$ cat src/rtl/spi_responder_pkg.sv
// Shared definitions for the SPI responder endpoint: state encoding and
// protocol constants used by every peripheral sitting behind it.
`timescale 1ns/1ps
package spi_responder_pkg;

    typedef enum logic [5:0] {
        IDLE      = 6'b000001,
        SHIFT_IN  = 6'b000010,
        DISPATCH  = 6'b000100,
        WAIT_CORE = 6'b001000,
        START_OUT = 6'b010000,
        SHIFT_OUT = 6'b100000
    } resp_state_e;

    localparam logic SPI_START_BIT = 1'b1;

    function automatic int max_int(input int a, input int b);
        return (a > b) ? a : b;
    endfunction

endpackage

$ cat src/rtl/spi_responder.sv
// Peripheral-side SPI endpoint: receives a request packet on MOSI, hands it to
// a compute core with a valid/valid handshake and returns the result on MISO.
`timescale 1ns/1ps
module spi_responder
    import spi_responder_pkg::*;
#(
    parameter int PacketWidth = 32,
    parameter int ResultWidth = 16
) (
    input  logic                   i_clock,
    input  logic                   i_reset,
    input  logic                   i_nss,
    input  logic                   i_mosi,
    output logic                   o_miso,
    output logic                   o_req_valid,
    output logic [PacketWidth-1:0] o_req_data,
    input  logic                   i_rsp_valid,
    input  logic [ResultWidth-1:0] i_rsp_data,
    output logic                   o_busy
);

    localparam int CntW    = $clog2(max_int(PacketWidth, ResultWidth));
    localparam int PktIdxW = (PacketWidth > 1) ? $clog2(PacketWidth) : 1;
    localparam int RspIdxW = (ResultWidth > 1) ? $clog2(ResultWidth) : 1;

    localparam logic [CntW-1:0] PktLast = CntW'(PacketWidth - 1);
    localparam logic [CntW-1:0] RspLast = CntW'(ResultWidth - 1);

    resp_state_e            state_q, state_d;
    logic [CntW-1:0]        bit_cnt_q, bit_cnt_d;
    logic [PacketWidth-1:0] shreg_q, shreg_d;
    logic [PacketWidth-1:0] req_data_q, req_data_d;
    logic [ResultWidth-1:0] rsp_q, rsp_d;

    always_ff @(posedge i_clock) begin
        if (i_reset) begin
            state_q    <= IDLE;
            bit_cnt_q  <= '0;
            shreg_q    <= '0;
            req_data_q <= '0;
            rsp_q      <= '0;
        end else begin
            state_q    <= state_d;
            bit_cnt_q  <= bit_cnt_d;
            shreg_q    <= shreg_d;
            req_data_q <= req_data_d;
            rsp_q      <= rsp_d;
        end
    end

    always_comb begin
        state_d    = state_q;
        bit_cnt_d  = bit_cnt_q;
        shreg_d    = shreg_q;
        req_data_d = req_data_q;
        rsp_d      = rsp_q;

        // Deselect abandons any transaction in flight; captured data is kept.
        if (i_nss && (state_q != IDLE)) begin
            state_d   = IDLE;
            bit_cnt_d = '0;
        end else begin
            case (state_q)
                IDLE: begin
                    if (!i_nss && (i_mosi == SPI_START_BIT)) begin
                        state_d   = SHIFT_IN;
                        bit_cnt_d = '0;
                    end
                end
                SHIFT_IN: begin
                    shreg_d[bit_cnt_q[PktIdxW-1:0]] = i_mosi;
                    if (bit_cnt_q == PktLast) begin
                        // Publish the packet including the bit arriving on this edge.
                        state_d    = DISPATCH;
                        bit_cnt_d  = '0;
                        req_data_d = shreg_d;
                    end else begin
                        bit_cnt_d = bit_cnt_q + CntW'(1);
                    end
                end
                DISPATCH: begin
                    state_d = WAIT_CORE;
                end
                WAIT_CORE: begin
                    if (i_rsp_valid) begin
                        rsp_d   = i_rsp_data;
                        state_d = START_OUT;
                    end
                end
                START_OUT: begin
                    state_d   = SHIFT_OUT;
                    bit_cnt_d = '0;
                end
                SHIFT_OUT: begin
                    if (bit_cnt_q == RspLast) begin
                        state_d   = IDLE;
                        bit_cnt_d = '0;
                    end else begin
                        bit_cnt_d = bit_cnt_q + CntW'(1);
                    end
                end
                default: begin
                    state_d   = IDLE;
                    bit_cnt_d = '0;
                end
            endcase
        end
    end

    // MISO is wired-OR at the top level, so it must be low while deselected.
    always_comb begin
        o_miso = 1'b0;
        if (!i_nss) begin
            case (state_q)
                START_OUT: o_miso = SPI_START_BIT;
                SHIFT_OUT: o_miso = rsp_q[bit_cnt_q[RspIdxW-1:0]];
                default:   o_miso = 1'b0;
            endcase
        end
    end

    assign o_req_valid = (state_q == DISPATCH);
    assign o_req_data  = req_data_q;
    assign o_busy      = (state_q != IDLE);

endmodule
$ cat config.mk
export PLATFORM = sky130hd
export DESIGN_NAME = spi_responder
export DESIGN_NICKNAME = d
export VERILOG_FILES = /design/src/rtl/spi_responder_pkg.sv /design/src/rtl/spi_responder.sv
export SDC_FILE = /design/constraint.sdc
export NUM_CORES = 1
export LEC_CHECK = 0
export ABC_AREA = 1
export BUFFER_PORTS_ARGS = -buffer_cell sky130_fd_sc_hd__buf_4
export CAP_MARGIN = 20
export CORE_AREA = 10 10 103 105
export DETAILED_ROUTE_END_ITERATION = 7
export DIE_AREA = 0 0 113 115
export PLACE_DENSITY_LB_ADDON = 0.12
export SYNTH_ARGS = -nofsm -noshare
export SYNTH_HDL_FRONTEND = slang
export SYNTH_SLANG_ARGS = --single-unit
$ cat constraint.sdc
create_clock -name i_clock -period 3.8 [get_ports i_clock]
set_input_delay 0.57 -clock i_clock [delete_from_list [all_inputs] [get_ports i_clock]]
set_output_delay 0.57 -clock i_clock [all_outputs]
set_load 0.01 [all_outputs]
==> flow_summary.yaml <==
detailed_routing:
  drt-vias-per-instance: 5.26
  wire_per_inst_um: 13.9
  wirelength_um: 10300
  dr_total_vias: 3885
  drtAntennaViolNets: 0
  drt_drc_violations_left: 0
  drt_iter0_markers: 224
  drtPass1Iterations: 4
power_and_ir_drop:
  peakVddDrop_uv: 196
  power.density_nw_per_um2: 479
  leakage_nw: 2.01
critical_path:
  cp.arrival_ns: 3.16
  cp-end-kind: "register"
  worstSetupPathType: "reg -> reg"
  cp_max_fo: 29
  crit_path_start_kind: "register"
  required_ns: 4.06
timing:
  fin_crit_ns: 2.90
  final.period_utilization_pct: 76.3
  slew_viol_final: 0
  skew_ns: 0.0126
  finalSetupTns_ns: 0
  setup_viol: 0
  rsz0062_at_grt: "no"
  hold_slack_ns: 0.461
  tightest_slew_ns: 0.954
  hold_violations: 0
  slew_headroom_pct: 36.2
  fmax_mhz: 345
finish:
  drive_above_1_share_pct: 15.6
  diodes: 0
  layout_commonest_cell: "nand2_1"
  fillCellCount: 837
  layout_common_cells: "140 x nand2_1, 91 x dfxtp_1, 77 x o21ai_0"
  final_nets: 653
  design_area_um2: 4800
  area_growth_pct: 13.7
  final_cells: 738
synth:
  ys_seq_area_share_pct: 43.1
  synth_nets: 619
  synth-compound-area-share_pct: 22.1
  ys_top_cells_by_area: "dfxtp_1 43%, nand2_1 12%, o21ai_0 9.1%"
  yosysUniqueCellTypes: 31
  yosys_warnings: 0
  syn_inst: 591
  synth-simple-area-share_pct: 22.6
  async_flop_share_pct: 0
  synth_flop_cell: "dfxtp_1"
  synth_edf_count: 0
  synth_top_cell_area_share_pct: 43.1
  synthAdderAreaFrac_pct: 2.07
  synthMuxAreaShare_pct: 0
  ys_ff_latch: 91
  synth_top_family_by_area: "simple AND/OR/NAND/NOR gates"
  yosys.area.top_type: "dfxtp_1"
  syn_avg_cell_area_um2: 7.15
  syn_area_um2: 4220
  synth_xor_area_share_pct: 0
place:
  place_area_um2: 4590
  placed_cells: 722
  port_buffers: 55
  gp_congestion: 0.847
  dp_hpwl_um: 7010
die:
  fp.dieArea_um2: 13000
  ioPinCount: 56
  die_h_um: 115
  fp-row-count: 34
  fp.dieW_um: 113
  initial_core_util_pct: 49.4
  coreArea_um2: 8550
cts:
  clk_latency_ns: 0.37
  htree_levels: 3
  cts_tree: "built"
  cts-root-buf: "clkbuf_8"
  cts.clk_slew.worst_paths_ns: 0.09
  holdBufCountCts: 0
  numCtsBuffers: 9
  post_cts_buffers: 0
  cts_buffer_depth: 2
  cts-resized-gates: 0
  clock-sinks: 91
global_route:
  grt_pass1_vias: 3830
  overflow: 0
  grt_pass1_wl_um: 17800
  grt.total_usage_pct: 16.1
  antenna_found_initial: 0
  grt_max_degree: 47
min_path:
  hold_class: "reg -> reg"
flow_run:
  drv_cap: 0
run_status:
  outcome: "completed"
[sequential cells by signal, indices dropped and copies added (netlist names)]
signal,cells
shreg_q,32
state_q,6
bit_cnt_q,5
o_req_data,32
rsp_q,16
[cell usage after synthesis (3+ instances only)]
master and n:
a31oi_1 3, nand3_1 23, dfxtp_1 91, nor2_1 58
buf_6 3, buf_2 6, inv_1 57, o21a_1 8
a21oi_1 60, a211oi_2 5, o21ai_0 77, a21oi_2 10
ha_1 7, nand2_1 140, clkbuf_1 19, buf_8 3
[report_power, final]
group	switching, mW	internal (mW)
Combinational	0.378	0.174
Clock	0.349	0.342
Sequential	0.0434	1.01
Total	0.770	1.53
[final timing paths]
check / from / to / slack [ns] / cells after the start
hold / removal: rsp_q[5] / rsp_q[5] / 0.46 / 2
setup / recovery: bit_cnt_q[0] / o_req_data[23] / 0.90 / 9
setup reg to reg: bit_cnt_q[0] / o_req_data[23] / 0.90 / 9
hold reg to reg: rsp_q[5] / rsp_q[5] / 0.46 / 2
[through the flow]
step | utilization (%) | setup slack (ns) | power, mW
2_1_floorplan | - | 1.83 | 1.48
3_3_place_gp | 53.7 | 1.10 | 1.60
3_5_place_dp | 53.7 | 0.915 | 1.63
4_1_cts | 56.1 | 0.897 | 2.31
5_1_grt | 56.1 | 0.606 | 2.43
6_report | 56.1 | 0.900 | 2.30
[layout make-up]
cell class | count | area (µm²) | area share, %
clock buffers | 11 | 151 | 3.15
clock inverters | 5 | 60.1 | 1.25
inverters | 59 | 226 | 4.72
multi-input cells | 407 | 1980 | 41.2
flip-flops and latches | 91 | 1820 | 37.9
well taps | 108 | 135 | 2.81
repair buffers | 57 | 428 | 8.91
[kinds of logic (layout without fill, tap and decap cells)]
group,count (synthesis),in the layout
flops,91,91
fa+ha+maj,7,7
simple gates,234,234
compound gates,166,166
buf+inv,93,132
[layer usage]
| layer | wire length [µm] | GRT usage, % | vias up | part of all wire (%) |
|---|---|---|---|---|
| met4 | 149 | 4.99 | 0 | 1.4 |
| met3 | 548 | 4.27 | 17 | 5.3 |
| met1 | 4700 | 19.8 | 1802 | 46 |
| met2 | 4890 | 26.8 | 88 | 48 |
| met5 | 0 | 0 | - | 0 |
| li1 | - | - | 1978 | - |
[critical path, cell delays in order (launching register included)]
cell,delay (ns)
dfxtp_1,0.58
ha_1,0.43
nand2_1,0.18
nor2_1,0.23
ha_1,0.19
inv_1,0.07
nor2_4,0.55
inv_2,0.31
nor2_1,0.19
nor2_1,0.06
No activity file was read; power rests on OpenSTA's default activity.
